## config.mk

```make
export PLATFORM = sky130hd
export DESIGN_NAME = fp_div_scheduler
export DESIGN_NICKNAME = d
export VERILOG_FILES = /design/src/rtl/fp_div_scheduler_pkg.sv /design/src/rtl/fp_div_scheduler_arb.sv /design/src/rtl/fp_div_scheduler.sv
export SDC_FILE = /design/constraint.sdc
export NUM_CORES = 1
export LEC_CHECK = 0
export ABC_AREA = 1
export CORE_ASPECT_RATIO = 2
export CORE_MARGIN = 10
export CORE_UTILIZATION = 25
export CTS_BUF_LIST = sky130_fd_sc_hd__clkbuf_4 sky130_fd_sc_hd__clkbuf_8
export CTS_CLUSTER_DIAMETER = 30
export DETAILED_ROUTE_END_ITERATION = 8
export PLACE_DENSITY = 0.69
export SKIP_CTS_REPAIR_TIMING = 1
export SLEW_MARGIN = 10
export SYNTH_ARGS = -nofsm -noshare
export SYNTH_HDL_FRONTEND = slang
export SYNTH_SLANG_ARGS = --single-unit
```

## constraint.sdc

```tcl
create_clock -name clk -period 4.93 [get_ports clk]
set_input_delay 0.7395 -clock clk [delete_from_list [all_inputs] [get_ports clk]]
set_output_delay 0.7395 -clock clk [all_outputs]
set_load 0.1 [all_outputs]
```

## src/rtl/fp_div_scheduler_pkg.sv

```systemverilog
// Shared types, constants and operand-class helpers for fp_div_scheduler.
package fp_div_pkg;

  typedef enum logic [1:0] {
    IDLE = 2'd0,
    LOAD = 2'd1,
    RUN  = 2'd2,
    RESP = 2'd3
  } state_t;

  localparam logic [31:0] QNAN    = 32'h7FC00000;
  localparam logic [31:0] POS_INF = 32'h7F800000;
  localparam int unsigned REM_W   = 25;

  function automatic logic is_nan(input logic [31:0] x);
    return (x[30:23] == 8'hFF) && (x[22:0] != 23'd0);
  endfunction

  function automatic logic is_inf(input logic [31:0] x);
    return (x[30:23] == 8'hFF) && (x[22:0] == 23'd0);
  endfunction

  function automatic logic is_zero(input logic [31:0] x);
    return x[30:0] == 31'd0;
  endfunction

endpackage

```

## src/rtl/fp_div_scheduler_arb.sv

```systemverilog
// Combinational round-robin arbiter: first request at or above ptr, wrapping.
module rr_arbiter #(
  parameter int unsigned N = 4,
  localparam int unsigned IW = (N > 1) ? $clog2(N) : 1
) (
  input  logic [N-1:0]  req,
  input  logic [IW-1:0] ptr,
  output logic [N-1:0]  grant,
  output logic [IW-1:0] idx,
  output logic          any
);

  int unsigned j;
  logic        found;

  always_comb begin
    grant = '0;
    idx   = '0;
    found = 1'b0;
    j     = 0;
    for (int unsigned k = 0; k < N; k++) begin
      j = 32'(ptr) + k;
      if (j >= N) j = j - N;
      if (!found && req[IW'(j)]) begin
        found            = 1'b1;
        grant[IW'(j)]    = 1'b1;
        idx              = IW'(j);
      end
    end
  end

  assign any = |req;

endmodule

```

## src/rtl/fp_div_scheduler.sv

```systemverilog
// Time-shares one iterative FP divider core across NUM_REQ requesters.
// Optional FP_DIV_SPECIAL_BYPASS_EN answers special operands without the core.
module fp_div_scheduler
  import fp_div_pkg::*;
#(
  parameter int unsigned NUM_REQ    = 4,
  parameter int unsigned DIV_CYCLES = 250,
  localparam int unsigned ID_W      = $clog2(NUM_REQ)
) (
  input  logic                  clk,
  input  logic                  rst,
  input  logic [NUM_REQ-1:0]    req_valid,
  output logic [NUM_REQ-1:0]    req_ready,
  input  logic [NUM_REQ*32-1:0] req_num1,
  input  logic [NUM_REQ*32-1:0] req_num2,
  output logic                  rsp_valid,
  input  logic                  rsp_ready,
  output logic [ID_W-1:0]       rsp_id,
  output logic [31:0]           rsp_result,
  output logic [REM_W-1:0]      rsp_remainder,
  output logic                  busy,
  output logic                  core_rstn,
  output logic [31:0]           core_num1,
  output logic [31:0]           core_num2,
  input  logic [31:0]           core_result,
  input  logic [REM_W-1:0]      core_remainder
);

  localparam int unsigned CNT_W = $clog2(DIV_CYCLES + 1);

  state_t            state;
  logic [ID_W-1:0]   ptr;
  logic [ID_W-1:0]   ptr_nxt;
  logic [CNT_W-1:0]  count;
  logic [NUM_REQ-1:0] grant;
  logic [ID_W-1:0]   gidx;
  logic              any;
  logic [31:0]       sel_num1;
  logic [31:0]       sel_num2;

  rr_arbiter #(.N(NUM_REQ)) u_arb (
    .req   (req_valid),
    .ptr   (ptr),
    .grant (grant),
    .idx   (gidx),
    .any   (any)
  );

  // Accept is only offered while idle and never while reset is asserted.
  assign req_ready = (state == IDLE && !rst) ? grant : '0;
  assign ptr_nxt   = (32'(gidx) == NUM_REQ - 1) ? '0 : gidx + ID_W'(1);

  always_comb begin
    sel_num1 = '0;
    sel_num2 = '0;
    for (int unsigned i = 0; i < NUM_REQ; i++) begin
      if (gidx == ID_W'(i)) begin
        sel_num1 = req_num1[32*i +: 32];
        sel_num2 = req_num2[32*i +: 32];
      end
    end
  end

`ifdef FP_DIV_SPECIAL_BYPASS_EN
  logic        sp_hit;
  logic [31:0] sp_res;
  logic        sp_sgn;

  // Classify the granted operands; anything not special goes to the core.
  always_comb begin
    sp_hit = 1'b0;
    sp_res = QNAN;
    sp_sgn = sel_num1[31] ^ sel_num2[31];
    if (is_nan(sel_num1) || is_nan(sel_num2) ||
        (is_zero(sel_num1) && is_zero(sel_num2)) ||
        (is_inf(sel_num1) && is_inf(sel_num2))) begin
      sp_hit = 1'b1;
      sp_res = QNAN;
    end else if (is_zero(sel_num2) || is_inf(sel_num1)) begin
      sp_hit = 1'b1;
      sp_res = {sp_sgn, POS_INF[30:0]};
    end else if (is_inf(sel_num2)) begin
      sp_hit = 1'b1;
      sp_res = {sp_sgn, 31'd0};
    end
  end
`endif

  always_ff @(posedge clk or posedge rst) begin
    if (rst) begin
      state         <= IDLE;
      ptr           <= '0;
      count         <= '0;
      rsp_valid     <= 1'b0;
      rsp_id        <= '0;
      rsp_result    <= '0;
      rsp_remainder <= '0;
      busy          <= 1'b0;
      core_rstn     <= 1'b0;
      core_num1     <= '0;
      core_num2     <= '0;
    end else begin
      case (state)
        IDLE: if (any) begin
          core_num1 <= sel_num1;
          core_num2 <= sel_num2;
          rsp_id    <= gidx;
          ptr       <= ptr_nxt;
          busy      <= 1'b1;
`ifdef FP_DIV_SPECIAL_BYPASS_EN
          if (sp_hit) begin
            rsp_result    <= sp_res;
            rsp_remainder <= '0;
            rsp_valid     <= 1'b1;
            state         <= RESP;
          end else begin
            state <= LOAD;
          end
`else
          state <= LOAD;
`endif
        end
        LOAD: begin
          count     <= CNT_W'(DIV_CYCLES - 1);
          core_rstn <= 1'b1;
          state     <= RUN;
        end
        RUN: begin
          if (count == '0) begin
            rsp_result    <= core_result;
            rsp_remainder <= core_remainder;
            core_rstn     <= 1'b0;
            rsp_valid     <= 1'b1;
            state         <= RESP;
          end else begin
            count <= count - CNT_W'(1);
          end
        end
        RESP: if (rsp_ready) begin
          rsp_valid <= 1'b0;
          busy      <= 1'b0;
          state     <= IDLE;
        end
        default: state <= IDLE;
      endcase
    end
  end

endmodule

```

---- Word-level counts from Yosys, hierarchy flattened ----
Cells that the tools add are included.
word-level totals
  input port bits ......................... 320
  word-level logic and storage cells ...... 125
  flip-flop bits (word level) ............. 138
operators by class
  eq/ne operators ......................... 10
  add/subtract/negate cells ............... 9
  mux-type cells .......................... 54
  bitwise gates (word level) .............. 3
  order comparisons ....................... 12
  reductions and logical operators ........ 26
operators by type and width
  operator                                                                             number
  32-bit 2-to-1 mux                                                                    8
  2-bit 2-to-1 mux                                                                     12
  4-bit 2-to-1 mux                                                                     5
  8-bit case mux with 2 select lines                                                   1
  1-bit 2-to-1 mux                                                                     15
  2-bit by 3-bit less-than comparator with 1-bit output, second input constant         4
  4-bit bitwise OR                                                                     3
  3-bit greater-or-equal comparator, second input constant                             3
  3-bit AND reduction                                                                  3
  1-bit binary-select mux with 2-bit select                                            4
  1-bit demux with 2-bit select                                                        4
  2-bit equality test, second input constant                                           4
  2-bit by 1-bit greater-or-equal comparator with 1-bit output, second input constant  4
  1-bit logical AND                                                                    8
  8-bit zero test                                                                      1
  8-bit 2-to-1 mux                                                                     1
  2-bit inequality test, second input constant                                         4
  2-bit case mux with 4 select lines                                                   1
  2-bit AND reduction                                                                  4
  2-bit by 1-bit subtractor with 2-bit output, second input constant                   4
  8-bit by 1-bit subtractor with 8-bit output, second input constant                   1
  2-bit by 2-bit adder with 3-bit output, second input constant                        2
  1-bit case mux with 2 select lines                                                   3
  2-bit nonzero test                                                                   3
  other kinds (7)                                                                      12

---- Depth between registers and ports, before layout ----
  depth after elaboration ................. 19
  depth in mapped cells ................... 18

---- Hierarchy ----
From an unflattened synthesis, not the netlist that was laid out.
unflattened totals
  cells, all modules ...................... 1028
  area total of the unflattened synthesis .. 7728.7 um2
modules (own cells, without submodules)
  module            times used  cells an instance  area an instance (um2)
  fp_div_scheduler  1           954                7283.2
  rr_arbiter        1           74                 445.4

---- Worst setup path after synthesis ----
No wires, ideal clock.
  path kind ............................... register -> output
  start ................................... register ptr[0]
  end ..................................... output port req_ready[0]
  path slack .............................. 1.962 ns
  stages on the path, launching flop included .. 12
  path buffers ............................ 0
  arrival ................................. 2.228 ns
  cells stage by stage .................... dfrtp_1 > inv_2 > ha_1 > inv_1 > nand3_1 > nand2_1 > nand2_1 > nor2_4 > nand2_1 > nand3_1 > nand2_1 > inv_1
between the ends
  cells in the longest elaborated chain, start to end .. 15
  elaborated cells on any way between the ends .. 60
  classes of those cells .................. add/sub: 7; order compare: 12; mux: 28; bitwise: 3; reduce/logical: 10
ends and longest elaborated chain
  item                                                                             RTL line                    source
  start, declared                                                                  fp_div_scheduler.sv:32      logic [ID_W-1:0] ptr;
  start signal, assigned                                                           fp_div_scheduler.sv:108     ptr <= ptr_nxt;
  branches (longest 13 deep; another with 2-bit by 1-bit adder with 3-bit output)  --
  4-bit 2-to-1 mux *                                                               fp_div_scheduler_arb.sv:24  if (!found && req[IW'(j)]) begin
  4-bit 2-to-1 mux *                                                               fp_div_scheduler.sv:50      assign req_ready = (state == IDLE && !rst) ? grant : '0;
  end, declared                                                                    fp_div_scheduler.sv:13      output logic [NUM_REQ-1:0] req_ready,
Mark *: on every way between the ends. The select of a mux whose other input is x is not followed.

---- Worst setup path after layout ----
  start ................................... register ptr[0]
  end ..................................... register core_num2[13]
between the ends
  cells in the longest elaborated chain, start to end .. 19
  elaborated cells on any way between the ends .. 44
  classes of those cells .................. add/sub: 7; order compare: 4; eq/ne: 3; mux: 23; reduce/logical: 7
ends and longest elaborated chain
  item                                                                             RTL line                    source
  branches (longest 13 deep; another with 2-bit by 1-bit adder with 3-bit output)  --
  2-bit 2-to-1 mux *                                                               fp_div_scheduler_arb.sv:24
  via gidx[1]                                                                      fp_div_scheduler.sv:36      logic [ID_W-1:0] gidx;
  2-bit zero test                                                                  fp_div_scheduler.sv:57      if (gidx == ID_W'(i)) begin
  32-bit 2-to-1 mux (3 in a row)                                                   fp_div_scheduler.sv:57
  32-bit 2-to-1 mux *                                                              fp_div_scheduler.sv:57
  end signal, assigned                                                             fp_div_scheduler.sv:106     core_num2 <= sel_num2;
  end, declared                                                                    fp_div_scheduler.sv:24      output logic [31:0] core_num2,
Mark *: on every way through the listed nets, which the timed path passes. The select of a mux whose other input is x is not followed.
A chain may end at the register's enable or synchronous reset.

==> out/qor.csv <==
stage,metric,value,unit
status,status,"finished, final reports clean",
floorplanning,die area,38700,sq um
timing,Rel. slew slack,26.0,%
timing,fin crit share,77.6,%
cts,CTS tree,done,
cells_and_area,"commonest non-fill, non-tap cell in the layout",clkdlybuf4s50_1,
placed_design,Placement Setup Slack,1.01,ns
timing,Final Slew Violations,0,
grt,number of global-route vias before repair,9251,
drt,# DRC,0,
synthesis,Synth area leaders,"dfrtp_1, nand2_1, nand3_1, a21oi_1, o21ai_0",
placed_design,gpl congestion,0.918,
grt,most used routing layer,met2,
setup_path,Critical Path Sink Type,flip-flop,
grt,total track usage,18.6,%
setup_path,Worst EP required,5.33,ns
timing,Total Neg Setup Slack,0,ns
synthesis,synthesized flop and latch total,138,
floorplanning,CORE AREA,30300,sq um
min_path,HP Class,reg -> reg,
cells_and_area,share of cells above drive strength 1,5.40,%
grt,initial antenna violation count,7,
cts,Num CTS Buffers,17,
grt,GR Util met3,5.34,%
min_path,worst hold start,rsp_remainder[17],
run,Max-Cap Viols,0,
cts,clock latency on the worst-skew pair,0.49,ns
timing,RSZ-0062 raised after global routing,no,
cts,H-Tree Depth,4,
cells_and_area,synth-to-layout area growth,67.0,%
synthesis,Synth area leader,dfrtp_1,
grt,first-pass GRT wire length,54.6,mm
drt,initial DRC count,488,
synthesis,post-synth design cell area,7700,sq um
setup_path,reg2reg start,ptr[0],
cells_and_area,Final nets,1770,
drt,DR WL/cell,20.8,microns
synthesis,Syn Area/Cell,7.53,sq um
grt,met2 usage,32.2,%
cts,Root Driver,clkbuf_8,
floorplanning,die extent in x,144,microns
synthesis,Synth top area share,44.8,%
grt,met1 Track Usage GR,19.3,%
timing,Final Critical Period,3.82,ns
drt,via count,9010,
timing,Max Clock Skew,0.0203,ns
synthesis,Post-synth EDFFs,0,
placed_design,DP HPWL,28.5,mm
setup_path,R2R depth,17,
drt,Vias/cell,4.96,
synthesis,dominant synthesized flop cell,dfrtp_1,
synthesis,Post-Syn Instances,1023,
placed_design,IO buf count,449,
min_path,hold path endpoint,rsp_remainder[17],
grt,global route overflow,0,
synthesis,Yosys warning total,0,
grt,largest net degree at the start of global routing,90,
timing,f_max,262,MHz
setup_path,Crit Path Class,reg -> reg,
drt,total wire length,37.8,mm
synthesis,Mapped Nets,1361,
setup_path,Critical Path Fanout Max,32,
floorplanning,io pins,450,
cts,clock sink count,138,
timing,Final Hold Viols,0,
cts,maximum buffer depth of the clock tree,2,
setup_path,Worst R2R End,core_num2[13],
synthesis,Async SR Flop Fraction,100,%
drt,DRT Pass-1 Iters,5,
timing,Setup WS post-layout,1.11,ns
floorplanning,FP Rows,90,
timing,final setup fails,0,
min_path,cell count of the worst hold path,2,
synthesis,sequential share of the synthesized area,44.8,%
synthesis,synth unique cells,33,
setup_path,crit path launch type,flip-flop,
drt,Routed Antenna Nets,0,
cts,"Clk pin slew, worst setup/hold paths",0.08,ns
setup_path,WP data arrival,4.22,ns
setup_path,reg2reg setup slack,1.11,ns
timing,Worst Tran Pin Value,1.11,ns
cells_and_area,most frequent cells in the layout,"clkdlybuf4s50_1, nand2_1, dfrtp_1",
floorplanning,Die H,268,microns
floorplanning,Initial Util,25.4,%
metal layers:
layer,vias to the layer above,wire length (microns)
li1,4275,-
met1,4177,13400
met3,96,3340
met2,456,19400
met4,6,1660
met5,-,31
synth_stat cells (3+ instances only):
library cell  instances
nand2_1             331
dfrtp_1             138
nand3_1             121
a21oi_1              92
o21ai_0              82
clkbuf_1             40
nor2_1               39
o211ai_1             39
inv_1                27
o22ai_1              25
ha_1                 18
buf_2                14
buf_1                13
inv_2                 6
nand2_2               6
a21boi_0              4
buf_6                 4
xnor2_1               4
buf_4                 3
critical path, stage by stage (launching register included):
cell and delay, ns:
dfrtp_1 0.60, inv_2 0.20, ha_1 0.39, inv_1 0.17
nand3_1 0.11, nand2_1 0.08, nand2_1 0.12, nor2_4 0.18
nand2_2 0.06, nand3_2 0.10, inv_1 0.07, ha_2 0.23
inv_2 0.51, buf_4 0.36, nand3_1 0.10, nand2_1 0.07
o21ai_0 0.13, o22ai_1 0.23
worst max path at each step:
stage	from	to	slack (ns)	cells past startpoint
finish	ptr[0]	core_num2[13]	1.11	17
global route	ptr[0]	core_num2[13]	0.88	17
CTS	ptr[0]	core_num2[13]	1.13	17
detailed placement	req_valid[0]	core_num1[14]	1.01	14
global placement	req_valid[0]	core_num2[13]	1.07	17
floorplan	rst	busy	0.49	1
final cells by class:
cell class / instances / area (sq um)
fill: 3040 / 17400
timing repair buffer: 464 / 4620
multi-input combinational: 777 / 3800
sequential: 138 / 3450
tap: 368 / 460
clock buffer: 18 / 248
clock inverter: 14 / 146
inverter: 34 / 133
antenna: 4 / 10.0
flip-flops by register name, summed over array words and instances, names as in the netlist:
signal         cells
core_num1         32
core_num2         32
rsp_result        32
rsp_remainder     25
count              8
ptr                2
rsp_id             2
state              2
busy               1
core_rstn          1
rsp_valid          1
stage by stage:
stage                     cell area, sq um  utilization, %  cells  hold WS, ns
after floorplan                       7700               -   1023        0.475
after global placement               12500            41.1   1781        0.461
after detailed placement             12500            41.1   1781        0.464
after CTS                            12900            42.4   1813        0.486
after global routing                 12900            42.5   1817        0.500
final                                12900            42.5   1817        0.481
cell families after synthesis:
logic type | after synthesis | synth area share, %
adder cells (fa/ha/maj) | 18 | 2.92
buffers and inverters | 108 | 6.03
XOR/XNOR | 5 | 0.568
AND/OR/NAND/NOR | 510 | 27.9
flip-flops | 138 | 44.8
AO/OA/AOI/OAI | 244 | 17.7
Power is left out: the tool's default activity adds up to more than one toggle a clock period on the data nets, which glitch-free logic cannot reach.
